[src/rtl/rx_mac_unloader_if.sv]
// rx_mac_unloader_if: payload byte stream with valid/ready handshake and last marker
interface rx_mac_unloader_if;
  logic [7:0] data;
  logic valid;
  logic ready;
  logic last;
  modport master (output data, valid, last, input ready);
  modport slave (input data, valid, last, output ready);
endinterface

[src/rtl/rx_mac_unloader.sv]
// rx_mac_unloader: claims a filled Rx MAC bank, parses its header and streams the payload out
module rx_mac_unloader #(
  parameter int aw = 11
) (
  input  logic clk,
  input  logic rst,
  input  logic [1:0] rx_mac_buf_status,
  output logic rx_mac_hbank,
  output logic [aw:0] rd_a,
  input  logic [7:0] rd_d,
  rx_mac_unloader_if.master m,
  output logic [10:0] pkt_len,
  output logic [7:0] pkt_status,
  output logic pkt_stb,
  output logic len_err
);
  typedef enum logic [2:0] {idle, claim, hdr, stream, drain} state_t;
  localparam logic [31:0] cap = (32'd1 << aw) - 32'd4;
  state_t st_q, st_d;
  logic hbank_q, hbank_d, bank_q, bank_d;
  logic [aw:0] rd_a_q, rd_a_d;
  logic [6:0] lo_q, lo_d;
  logic [3:0] hi_q, hi_d;
  logic [10:0] len_q, len_d, rem_q, rem_d, len_raw;
  logic [7:0] status_q, status_d;
  logic stb_q, stb_d, err_q, err_d, vld_q, vld_d, vlast_q, vlast_d;
  logic [8:0] e0_q, e0_d, e1_q, e1_d;
  logic [1:0] cnt_q, cnt_d, c1;
  logic pop, rd_en, hdr_end, big;
  always_comb begin
    pop = cnt_q != 2'd0 && m.ready;
    c1 = cnt_q - {1'b0, pop};
    cnt_d = c1 + {1'b0, vld_q};
    e0_d = (vld_q && c1 == 2'd0) ? {vlast_q, rd_d} : pop ? e1_q : e0_q;
    e1_d = (vld_q && c1 == 2'd1) ? {vlast_q, rd_d} : e1_q;
    rd_en = st_q == stream && cnt_d != 2'd2;
    vld_d = rd_en;
    vlast_d = rd_en && rem_q == 11'd1;
    hdr_end = st_q == hdr && rd_a_q[1:0] == 2'd3;
    len_raw = {hi_q, lo_q};
    big = {21'd0, len_raw} > cap;
    lo_d = (st_q == hdr && rd_a_q[1:0] == 2'd1) ? rd_d[6:0] : lo_q;
    hi_d = (st_q == hdr && rd_a_q[1:0] == 2'd2) ? rd_d[3:0] : hi_q;
    len_d = hdr_end ? (big ? cap[10:0] : len_raw) : len_q;
    status_d = hdr_end ? rd_d : status_q;
    stb_d = hdr_end;
    err_d = err_q | (hdr_end && big);
    rem_d = hdr_end ? len_d : rem_q - 11'(rd_en);
    rd_a_d = st_q == claim ? {bank_q, {aw{1'b0}}} : {rd_a_q[aw], rd_a_q[aw-1:0] + aw'(st_q == hdr || rd_en)};
    st_d = st_q;
    hbank_d = hbank_q;
    bank_d = bank_q;
    case (st_q)
      idle: if (rx_mac_buf_status[1] == rx_mac_buf_status[0] && rx_mac_buf_status[1] == hbank_q) begin
        st_d = claim;
        hbank_d = ~hbank_q;
        bank_d = ~hbank_q;
      end
      claim: st_d = rx_mac_buf_status[1] == hbank_q ? hdr : claim;
      hdr: st_d = hdr_end ? (len_d == 11'd0 ? idle : stream) : hdr;
      stream: st_d = vlast_d ? drain : stream;
      drain: st_d = (pop && e0_q[8]) ? idle : drain;
      default: st_d = idle;
    endcase
  end
  always_ff @(posedge clk) begin
    if (rst) begin
      st_q <= idle;
      hbank_q <= 1'b1;
      bank_q <= 1'b0;
      rd_a_q <= '0;
      lo_q <= '0;
      hi_q <= '0;
      len_q <= '0;
      rem_q <= '0;
      status_q <= '0;
      stb_q <= 1'b0;
      err_q <= 1'b0;
      vld_q <= 1'b0;
      vlast_q <= 1'b0;
      e0_q <= '0;
      e1_q <= '0;
      cnt_q <= '0;
    end else begin
      st_q <= st_d;
      hbank_q <= hbank_d;
      bank_q <= bank_d;
      rd_a_q <= rd_a_d;
      lo_q <= lo_d;
      hi_q <= hi_d;
      len_q <= len_d;
      rem_q <= rem_d;
      status_q <= status_d;
      stb_q <= stb_d;
      err_q <= err_d;
      vld_q <= vld_d;
      vlast_q <= vlast_d;
      e0_q <= e0_d;
      e1_q <= e1_d;
      cnt_q <= cnt_d;
    end
  end
  assign rx_mac_hbank = hbank_q;
  assign rd_a = rd_a_q;
  assign m.data = e0_q[7:0];
  assign m.valid = cnt_q != 2'd0;
  assign m.last = e0_q[8] && cnt_q != 2'd0;
  assign pkt_len = len_q;
  assign pkt_status = status_q;
  assign pkt_stb = stb_q;
  assign len_err = err_q;
endmodule

[src/flat_wrapper.sv]
// flat-port wrapper written by rule: the top's interface ports become plain ports
module rx_mac_unloader_flat 
#(
  parameter int aw = 11
)
  (clk, rst, rx_mac_buf_status, rx_mac_hbank, rd_a, rd_d, pkt_len, pkt_status, pkt_stb, len_err, m_data, m_valid, m_last, m_ready);
  rx_mac_unloader_if m_i ();
  input  logic clk;
  input  logic rst;
  input  logic [1:0] rx_mac_buf_status;
  output logic rx_mac_hbank;
  output logic [aw:0] rd_a;
  input  logic [7:0] rd_d;
  output logic [10:0] pkt_len;
  output logic [7:0] pkt_status;
  output logic pkt_stb;
  output logic len_err;
  output wire logic [$bits(m_i.data)-1:0] m_data;
  output wire logic [$bits(m_i.valid)-1:0] m_valid;
  output wire logic [$bits(m_i.last)-1:0] m_last;
  input wire logic [$bits(m_i.ready)-1:0] m_ready;
  assign m_data = m_i.data;
  assign m_valid = m_i.valid;
  assign m_last = m_i.last;
  assign m_i.ready = m_ready;
  rx_mac_unloader #(.aw(aw)) u_core (.clk(clk), .rst(rst), .rx_mac_buf_status(rx_mac_buf_status), .rx_mac_hbank(rx_mac_hbank), .rd_a(rd_a), .rd_d(rd_d), .m(m_i), .pkt_len(pkt_len), .pkt_status(pkt_status), .pkt_stb(pkt_stb), .len_err(len_err));
endmodule
[config.mk]
export PLATFORM = sky130hd
export DESIGN_NAME = rx_mac_unloader_flat
export DESIGN_NICKNAME = d
export VERILOG_FILES = /design/src/rtl/rx_mac_unloader_if.sv /design/src/rtl/rx_mac_unloader.sv /design/src/flat_wrapper.sv
export SDC_FILE = /design/constraint.sdc
export NUM_CORES = 1
export LEC_CHECK = 0
export CAP_MARGIN = 20
export CORE_ASPECT_RATIO = 2
export CORE_MARGIN = 1
export CORE_UTILIZATION = 50
export CTS_BUF_LIST = sky130_fd_sc_hd__clkbuf_2
export CTS_CLUSTER_SIZE = 16
export DETAILED_ROUTE_END_ITERATION = 10
export PLACE_DENSITY = 0.78
export SYNTH_ARGS = -nofsm -noshare
export SYNTH_HDL_FRONTEND = slang
export SYNTH_SLANG_ARGS = --single-unit
[constraint.sdc]
create_clock -name clk -period 3.6 [get_ports clk]
set_input_delay 0.54 -clock clk [delete_from_list [all_inputs] [get_ports clk]]
set_output_delay 0.54 -clock clk [all_outputs]
set_load 0.02 [all_outputs]
======== Yosys cells after proc, flatten, opt, wreduce, memory -nomap -nowiden ========
Cells that the tools add are included.
operators by class
  add/sub/neg operators ................... 4
  order comparisons ....................... 1
  eq/ne operators ......................... 13
  multiplexer cells ....................... 12
  bitwise operators ....................... 2
  reductions and logical operators ........ 20
operator list
  operator                                                count
  two-way mux 11 bit                                      3
  two-way mux 9 bit                                       2
  one-hot mux 3 bit (5 select lines)                      1
  logical AND 1 bit                                       12
  two-way mux 3 bit                                       4
  adder 11 x 1 -> 11 bit                                  1
  == test 11 x 1 -> 1 bit (second input constant)         1
  > comparator 11 bit (second input constant)             1
  zero test 11 bit                                        1
  subtractor 11 x 1 -> 11 bit                             1
  == test 3 x 2 -> 1 bit (second input constant)          2
  == test 2 x 1 -> 1 bit (second input constant)          2
  == test 2 bit (second input constant)                   2
  two-way mux 2 bit                                       2
  nonzero test 2 bit                                      2
  == test 3 x 1 -> 1 bit (second input constant)          1
  == test 3 bit (second input constant)                   1
  zero test 3 bit                                         1
  adder 2 x 1 -> 2 bit                                    1
  == test 1 bit                                           2
  zero test 2 bit                                         1
  inequality test 2 x 1 -> 1 bit (second input constant)  1
  inequality test 2 bit (second input constant)           1
  AND reduction 2 bit                                     1
  other kinds (5)                                         5
storage, ports and cells
  flip-flop bits (word level) ............. 82

======== Logic depth before layout (Yosys ltp) ========
Gate-level depths: netlist of the first run.
  word-level depth ........................ 9
  depth in mapped cells ................... 17
  gate-level depth less buffers ........... 15

======== Least setup slack after synthesis of the first run ========
Ideal clock, no wire load.
  path type ............................... reg2reg
  start ................................... register u_core.cnt_q[1]
  end ..................................... register u_core.rem_q[6]
  setup time .............................. 0.086 ns
  arrival time ............................ 3.382 ns
  slack ................................... 0.133 ns
  cell stages (with the launch flop) ...... 18
  path buffers ............................ 2
  period minus slack after synthesis ...... 3.467 ns
  cells stage by stage .................... dfxtp_1 > or2_2 > clkbuf_1 > nand2_2 > inv_1 > ha_1 > inv_1 > ha_1 > xnor3_1 > o2111ai_1 > inv_1 > ha_1 > ha_1 > or3b_1 > clkbuf_1 > nor3_1 > xnor2_1 > a211oi_1
between the ends
  word-level cells in the longest chain between the ends .. 8
RTL lines
  element                      line                    RTL
  start, declared              rx_mac_unloader.sv:28   logic [1:0] cnt_q, cnt_d, c1;
  start signal, assigned       rx_mac_unloader.sv:100  cnt_q <= cnt_d;
  nonzero test 2 bit           -
  net m_valid                  flat_wrapper.sv:19      output wire logic [$bits(m_i.valid)-1:0] m_valid;
  logical AND 1 bit            rx_mac_unloader.sv:31   pop = cnt_q != 2'd0 && m.ready;
  subtractor 2 x 1 -> 2 bit    rx_mac_unloader.sv:32   c1 = cnt_q - {1'b0, pop};
  adder 2 x 1 -> 2 bit         rx_mac_unloader.sv:33   cnt_d = c1 + {1'b0, vld_q};
  inequality test 2 bit        rx_mac_unloader.sv:36   rd_en = st_q == stream && cnt_d != 2'd2;
  logical AND 1 bit            rx_mac_unloader.sv:36
  net u_core.rd_en             rx_mac_unloader.sv:29   logic pop, rd_en, hdr_end, big;
  subtractor 11 x 1 -> 11 bit  rx_mac_unloader.sv:48   rem_d = hdr_end ? len_d : rem_q - 11'(rd_en);
  two-way mux 11 bit           rx_mac_unloader.sv:48
  end signal, assigned         rx_mac_unloader.sv:92   rem_q <= rem_d;
  end, declared                rx_mac_unloader.sv:24   logic [10:0] len_q, len_d, rem_q, rem_d, len_raw;
The timed path passes the listed nets, and every way through them passes these cells.
A chain may end at the register's enable or synchronous reset.

======== Worst setup path after layout of the first run ========
  start ................................... register u_core.cnt_q[1]
  end ..................................... register u_core.rem_q[10]
between the ends
  word-level cells in the longest chain between the ends .. 8
RTL lines
  element                        line
  nonzero test 2 bit             rx_mac_unloader.sv:31
  logical AND 1 bit              rx_mac_unloader.sv:31
  subtractor 2 x 1 -> 2 bit *    rx_mac_unloader.sv:32
  adder 2 x 1 -> 2 bit *         rx_mac_unloader.sv:33
  inequality test 2 bit *        rx_mac_unloader.sv:36
  logical AND 1 bit *            rx_mac_unloader.sv:36
  net u_core.rd_en               rx_mac_unloader.sv:29
  subtractor 11 x 1 -> 11 bit *  rx_mac_unloader.sv:48
  two-way mux 11 bit *           rx_mac_unloader.sv:48
Mark *: on every way through the listed nets, which the timed path passes. The rest lies on a longest branch.

==> results of run 1 <==
==> worst min-delay path, stage by stage <==
cell and delay [ps]:
sky130_fd_sc_hd__buf_2 100, sky130_fd_sc_hd__or4b_2 120, sky130_fd_sc_hd__o311ai_0 110
==> stage by stage <==
| stage | cell area, um2 | utilization, % | setup slack (ps) | power (uW) | hold WS, ps |
|---|---|---|---|---|---|
| floorplan | 3556 | - | 132.9 | 1309 | 461.1 |
| global placement | 4099 | 59.52 | 117.8 | 1406 | 435.9 |
| detailed placement | 4099 | 59.52 | 4.777 | 1417 | 448.8 |
| CTS | 4168 | 60.52 | 278.2 | 1779 | 344.5 |
| global route | 4168 | 60.52 | 8.610 | 1864 | 346.1 |
| finish | 4168 | 60.52 | 300.9 | 1763 | 378.0 |
==> where the power goes <==
part	total (uW)	internal [uW]	switching (uW)
registers	996	949	47.2
logic	400	190	210
clock network	367	75.2	291
==> cells in the mapped netlist (all sizes together) (2+ instances only) <==
cell type	number	area share [%]
dfxtp	82	46
nor2	60	6.3
nand2	47	5.0
a21oi	29	4.1
mux2i	29	8.2
buf	16	2.8
a211oi	15	3.3
clkbuf	15	1.6
inv	14	1.5
nand3	13	1.8
xor2	10	2.5
nor3	8	1.1
xnor2	8	2.0
ha	6	2.1
nor3b	4	0.99
and3	3	0.53
nand2b	3	0.53
nand4	3	0.53
nor4	3	0.70
a2bb2oi	2	0.49
and2	2	0.35
and4	2	0.49
o21ai	2	0.28
or2	2	0.35
or3b	2	0.49
or4b	2	0.67
==> sequential cells by signal, indices dropped and copies added, names as in the netlist, 2 cells and up <==
signal	flops
u_core.cnt_q	2
u_core.e0_q	9
u_core.e1_q	9
u_core.hi_q	4
u_core.lo_q	7
u_core.pkt_len	11
u_core.pkt_status	8
u_core.rd_a	12
u_core.rem_q	11
u_core.st_q	3
==> final timing paths <==
| kind | from | endpoint | slack, ps | cells after the start |
|---|---|---|---|---|
| worst min register to register | u_core.len_err$_SDFF_PP0_ | u_core.len_err$_SDFF_PP0_ | 470 | 2 |
| worst min-delay path | rst | u_core.st_q[0]$_SDFFE_PP0P_ | 380 | 3 |
| worst max register to register | u_core.cnt_q[1]$_SDFF_PP0_ | u_core.rem_q[10]$_SDFF_PP0_ | 300 | 15 |
| worst max-delay path | u_core.cnt_q[1]$_SDFF_PP0_ | u_core.rem_q[10]$_SDFF_PP0_ | 300 | 15 |
==> cell type report <==
type                            count  area (um2)
Tap cell                           90       112.6
Sequential cell                    82        1642
Clock inverter                      5       23.77
Fill cell                         660        2719
Clock buffer                        9       45.04
Timing Repair Buffer               60       585.6
Inverter                           14       52.55
Multi-Input combinational cell    273        1707
==> metal layers <==
metal / track usage (%) / vias to the layer above / wire length [um]
li1: - / 1434 / -
met1: 23.21 / 1359 / 2858
met2: 39.31 / 61 / 4132
met3: 6.183 / 20 / 232
met4: 10.42 / 0 / 225
met5: 0 / - / 0
==> logic make-up after synthesis <==
family / share of synthesized area, %
mux: 8.163
simple gates: 21.99
flops: 46.16
fa+ha+maj: 2.111
compound gates: 10.66
buf+inv: 5.841
xor+xnor: 5.067
==> results.py, run 1 <==
metrics = {
    "run_status": {
        "result_of_the_run": "complete, no violations",
    },
    "clock_network": {
        "clkLatencyLatePin_ps": 530,
        "cts_resized": 0,
        "clockRootBuffer": "sky130_fd_sc_hd__clkbuf_2",
        "cts_tree": "done",
        "postCtsHoldBufs": 0,
        "post-cts-setup-buffers": 0,
        "cts.sink_count": 82,
        "cts_buffers": 9,
        "htreeDepth": 3,
        "cts_buffer_depth": 2,
        "clk_transition_reported_paths_ps": 190,
    },
    "worst_setup_path": {
        "timing.critical_path.arrival_ps": 3770,
        "crit_chain": "or2_2 > nand2_2 > inv_1 > ha_1 > inv_1 > ha_1 > xnor3_1 > o2111ai_1 > inv_1 > ha_1 > ha_1 > or3b_1 > nor4_2 > xnor2_1 > a211oi_2",
        "cpPeakStageDelay_ps": 460,
        "cp-end-kind": "flop",
        "critPathRequiredTime_ps": 4070,
        "cp_max_fo": 5,
        "worst-path-buf-inv": 3,
        "cp_slowest_cell": "sky130_fd_sc_hd__or3b_1",
        "startpoint_type": "flop",
        "critical-path-top-delay-family": "simple AND/OR/NAND/NOR gates",
        "worst_path_most_repeated_cell": "sky130_fd_sc_hd__ha_1",
        "setup.worst_path.class": "flop to flop",
    },
    "global_routing": {
        "grt_overflow_total": 0,
        "grt_max_degree": 73,
        "wire_length_of_the_first_global_routing_pass_um": 12250,
        "first_global_vias": 2778,
        "gr-usage-all-layers_pct": 22.37,
        "antenna_found_initial": 0,
    },
    "synth": {
        "post_synth_inst_count": 400,
        "synth-seq-area-share_pct": 46.16,
        "synthesized_cell_area_um2": 3556,
        "synth_cell_types": 51,
        "synth_seq_cells": 82,
        "postSynth.topFlopCell": "sky130_fd_sc_hd__dfxtp_1",
        "synthesis.area_per_instance_um2": 8.890,
        "synth-async-reset-ratio_pct": 0,
        "synth_warnings": 0,
        "synth_enable_flop_cells": 0,
        "mappedNetlistNets": 419,
    },
    "timing": {
        "maxClockFrequency_mhz": 303.1,
        "finalCritPeriodShare_pct": 91.64,
        "slew_viol_final": 0,
        "final_hold_viol_count": 0,
        "totalNegativeSetupSlack_ps": 0,
        "timing.final.crit_period_ps": 3299,
        "finalSetupViolCount": 0,
        "clock_skew_ps": 7.866,
        "grt_setup_unrepaired": "false",
        "timing.max_slew.rel_slack_pct": 51.37,
        "timing_worst_slew_pin_value_ps": 729.5,
    },
    "floorplan": {
        "floorplan.die_area_um2": 7473,
        "fp.dieW_um": 61.63,
        "core_area_um2": 6887,
        "core.rowCount": 43,
        "die_height_um": 121.3,
        "initial_utilization_pct": 51.64,
        "io_pins": 57,
    },
    "layout": {
        "layout-area-overhead-vs-synth_pct": 17.21,
        "final_common_cell": "sky130_fd_sc_hd__dfxtp_1",
        "final_cells": 533,
        "finish.net_count": 459,
        "layout-drive-gt1-share_pct": 6.095,
        "layout_common_cells": "sky130_fd_sc_hd__dfxtp_1 (82), sky130_fd_sc_hd__nor2_1 (60), sky130_fd_sc_hd__clkdlybuf4s50_1 (55)",
        "diodes_inserted": 0,
    },
    "placed_design": {
        "post_detailed_placement_half_perimeter_wirelength_um": 5359,
        "port_buffers": 56,
        "routabilityCongestion": 0.7612,
        "dp_cells": 519,
    },
    "power": {
        "total_power_per_unit_cell_area_nw_per_um2": 423.0,
        "max-vdd-ir-drop_mv": 0.2379,
        "leakage_uw": 0.001664,
    },
    "route": {
        "wl_um": 7449,
        "dr_total_vias": 2874,
        "detail-route-antenna-nets": 0,
        "routed_wire_length_per_instance_um": 13.98,
        "vias_per_cell": 5.392,
        "drt_first_iter_violations": 105,
        "initial_drt_pass_iterations": 4,
        "detail_route.drc_violations": 0,
    },
    "run": {
        "max-cap-violations": 0,
    },
    "hold_path": {
        "hold_wc_path_type": "input pin to flop",
    },
}
No activity file was read; power rests on OpenSTA's default activity.
==> run 2: changes to the inputs <==
--- a/config.mk
+++ b/config.mk
@@ -5,9 +5,9 @@
 export SDC_FILE = /design/constraint.sdc
 export NUM_CORES = 1
 export LEC_CHECK = 0
+export ABC_AREA = 1
 export CAP_MARGIN = 20
 export CORE_ASPECT_RATIO = 2
-export CORE_MARGIN = 1
 export CORE_UTILIZATION = 50
 export CTS_BUF_LIST = sky130_fd_sc_hd__clkbuf_2
 export CTS_CLUSTER_SIZE = 16
==> results.py, run 2 <==
metrics = {
    "synth": {
        "synth.most_common_cell": "sky130_fd_sc_hd__dfxtp_1",
        "synth_top_cell_area_share_pct": 46.56,
        "synthesized_cell_area_um2": 3526,
        "synth-seq-area-share_pct": 46.56,
        "postSynth.topFlopCell": "sky130_fd_sc_hd__dfxtp_1",
        "synth_seq_cells": 82,
        "synth_cell_types": 33,
        "synth-async-reset-ratio_pct": 0,
        "post_synth_inst_count": 472,
        "synth_enable_flop_cells": 0,
        "synthTopCellsByCount": "sky130_fd_sc_hd__dfxtp_1 (82), sky130_fd_sc_hd__nand2_1 (79), sky130_fd_sc_hd__nor2_1 (58)",
        "synth_largest_area_cell": "sky130_fd_sc_hd__dfxtp_1",
        "netlist_top_cells_area": "sky130_fd_sc_hd__dfxtp_1 (47%), sky130_fd_sc_hd__nand2_1 (8.4%), sky130_fd_sc_hd__a21oi_1 (7.8%)",
        "mappedNetlistNets": 491,
        "synthesis.area_per_instance_um2": 7.470,
        "synth_warnings": 0,
    },
    "timing": {
        "maxClockFrequency_mhz": 325.2,
        "grt_setup_unrepaired": "false",
        "finalHoldWorstSlack_ps": 462.2,
        "slew_viol_final": 0,
        "clock_skew_ps": 21.43,
        "final_hold_viol_count": 0,
        "timing_worst_slew_pin_value_ps": 866.4,
        "finalSetupViolCount": 0,
        "timing.max_slew.rel_slack_pct": 42.17,
        "totalNegativeSetupSlack_ps": 0,
        "timing.final.crit_period_ps": 3075,
        "finalCritPeriodShare_pct": 85.42,
    },
    "global_routing": {
        "antenna_found_initial": 0,
        "gr-usage-all-layers_pct": 24.02,
        "wire_length_of_the_first_global_routing_pass_um": 13300,
        "grt_max_degree": 40,
        "first_global_vias": 3112,
        "grt_overflow_total": 0,
    },
    "layout": {
        "layout_common_cells": "sky130_fd_sc_hd__dfxtp_1 (82), sky130_fd_sc_hd__nand2_1 (79), sky130_fd_sc_hd__nor2_1 (58)",
        "largest_register_ff_count": 12,
        "final_common_cell": "sky130_fd_sc_hd__dfxtp_1",
        "diodes_inserted": 0,
        "layout-area-overhead-vs-synth_pct": 18.31,
        "finish.net_count": 539,
        "post-route-cell-area_um2": 4172,
        "final_cells": 615,
        "post-route-util_pct": 60.57,
        "layout-drive-gt1-share_pct": 6.857,
    },
    "route": {
        "vias_per_cell": 5.117,
        "dr_total_vias": 3147,
        "drt_first_iter_violations": 105,
        "detail-route-antenna-nets": 0,
        "detail_route.drc_violations": 0,
        "initial_drt_pass_iterations": 4,
        "wl_um": 8068,
        "routed_wire_length_per_instance_um": 13.12,
    },
    "clock_network": {
        "clk_transition_reported_paths_ps": 210,
        "cts_buffer_depth": 2,
        "htreeDepth": 3,
        "cts_tree": "done",
        "clockRootBuffer": "sky130_fd_sc_hd__clkbuf_2",
        "cts_buffers": 9,
        "clkLatencyLatePin_ps": 520,
        "postCtsHoldBufs": 0,
        "cts_resized": 0,
        "post-cts-setup-buffers": 0,
        "cts.sink_count": 82,
    },
    "power": {
        "total_power_per_unit_cell_area_nw_per_um2": 396.7,
        "max-vdd-ir-drop_mv": 0.2585,
        "leakage_uw": 0.001620,
    },
    "worst_setup_path": {
        "worst-path-buf-inv": 7,
        "startpoint_type": "flop",
        "cp-end-kind": "flop",
        "cp_max_fo": 3,
        "cpPeakStageDelay_ps": 370,
        "critPathRequiredTime_ps": 4050,
        "crit_chain": "inv_1 > nand2_1 > nand2_1 > clkinv_1 > ha_1 > inv_1 > ha_1 > xor2_1 > inv_1 > nand2_1 > nand2_1 > nand2_1 > ha_1 > ha_1 > nand2_1 > nor2_1 > inv_1 > nor2_1 > inv_1 > nor2_1 > inv_1 > or2_2 > a21oi_1",
        "critical-path-top-delay-family": "simple AND/OR/NAND/NOR gates",
        "cp_slowest_cell": "sky130_fd_sc_hd__dfxtp_1",
        "timing.critical_path.arrival_ps": 3520,
        "setup.worst_path.class": "flop to flop",
    },
    "floorplan": {
        "io_pins": 57,
        "core_area_um2": 6887,
        "core.rowCount": 43,
        "initial_utilization_pct": 51.20,
        "die_height_um": 120.8,
        "fp.dieW_um": 61.38,
        "floorplan.die_area_um2": 7412,
    },
    "run": {
        "max-cap-violations": 0,
    },
    "placed_design": {
        "port_buffers": 56,
        "post_detailed_placement_half_perimeter_wirelength_um": 5913,
        "dp_cells": 599,
        "routabilityCongestion": 0.9297,
        "place_area_um2": 4093,
    },
    "run_status": {
        "result_of_the_run": "complete, no violations",
    },
    "hold_path": {
        "hold_wc_path_type": "flop to flop",
    },
}
-- run 2: where the power goes --
part	switching, uW	internal (uW)	total (uW)	leakage, uW
clock	297	93.0	390	0.0000547
sequential	20.5	938	959	0.000661
combinational	191	116	306	0.000904
total	508	1150	1650	0.00162
-- run 2: area by class of cell --
type	count	area, um2
fill	702	2715
sequential	82	1642
multi-input combinational	302	1504
timing repair buffer	60	590.6
inverter	65	244.0
tap	90	112.6
clock buffer	12	60.06
clock inverter	4	18.77
-- run 2: worst paths after layout --
| check | start | to | slack (ps) | depth (start not counted) |
|---|---|---|---|---|
| min | u_core.e1_q[0]$_SDFFE_PP0P_ | u_core.e1_q[0]$_SDFFE_PP0P_ | 460 | 2 |
| min reg2reg | u_core.e1_q[0]$_SDFFE_PP0P_ | u_core.e1_q[0]$_SDFFE_PP0P_ | 460 | 2 |
| max | u_core.cnt_q[1]$_SDFF_PP0_ | u_core.rd_a[6]$_SDFF_PP0_ | 520 | 23 |
| max reg2reg | u_core.cnt_q[1]$_SDFF_PP0_ | u_core.rd_a[6]$_SDFF_PP0_ | 520 | 23 |
-- run 2: kinds of logic (layout without fill, tap and decap cells) --
group	count (synthesis)	after routing	synth area share (%)
buffers and inverters	88	141	10.79
AND/OR/NAND/NOR	179	179	21.89
flip-flops	82	82	46.56
AO/OA/AOI/OAI	109	109	16.64
XOR/XNOR	8	8	1.987
adder cells (fa/ha/maj)	6	6	2.129
-- run 2: per-layer routing --
layer / track usage, % / wire, um / vias to the layer above
met3: 4.385 / 257 / 32
li1: - / - / 1611
met2: 40.63 / 4231 / 64
met4: 15.97 / 456 / 0
met1: 25.77 / 3123 / 1440
met5: 0 / 0 / -
-- run 2: tightest hold or removal path: stages (launching register included) --
cell                      delay [ps]
sky130_fd_sc_hd__dfxtp_1         350
sky130_fd_sc_hd__inv_1            50
sky130_fd_sc_hd__a21oi_1          50
-- run 2: per-stage QoR --
stage	power [uW]	setup WS (ps)
after floorplan	1174	549.6
after global placement	1278	159.7
after detailed placement	1287	49.41
after CTS	1675	490.1
after global routing	1753	145.4
final	1655	525.0
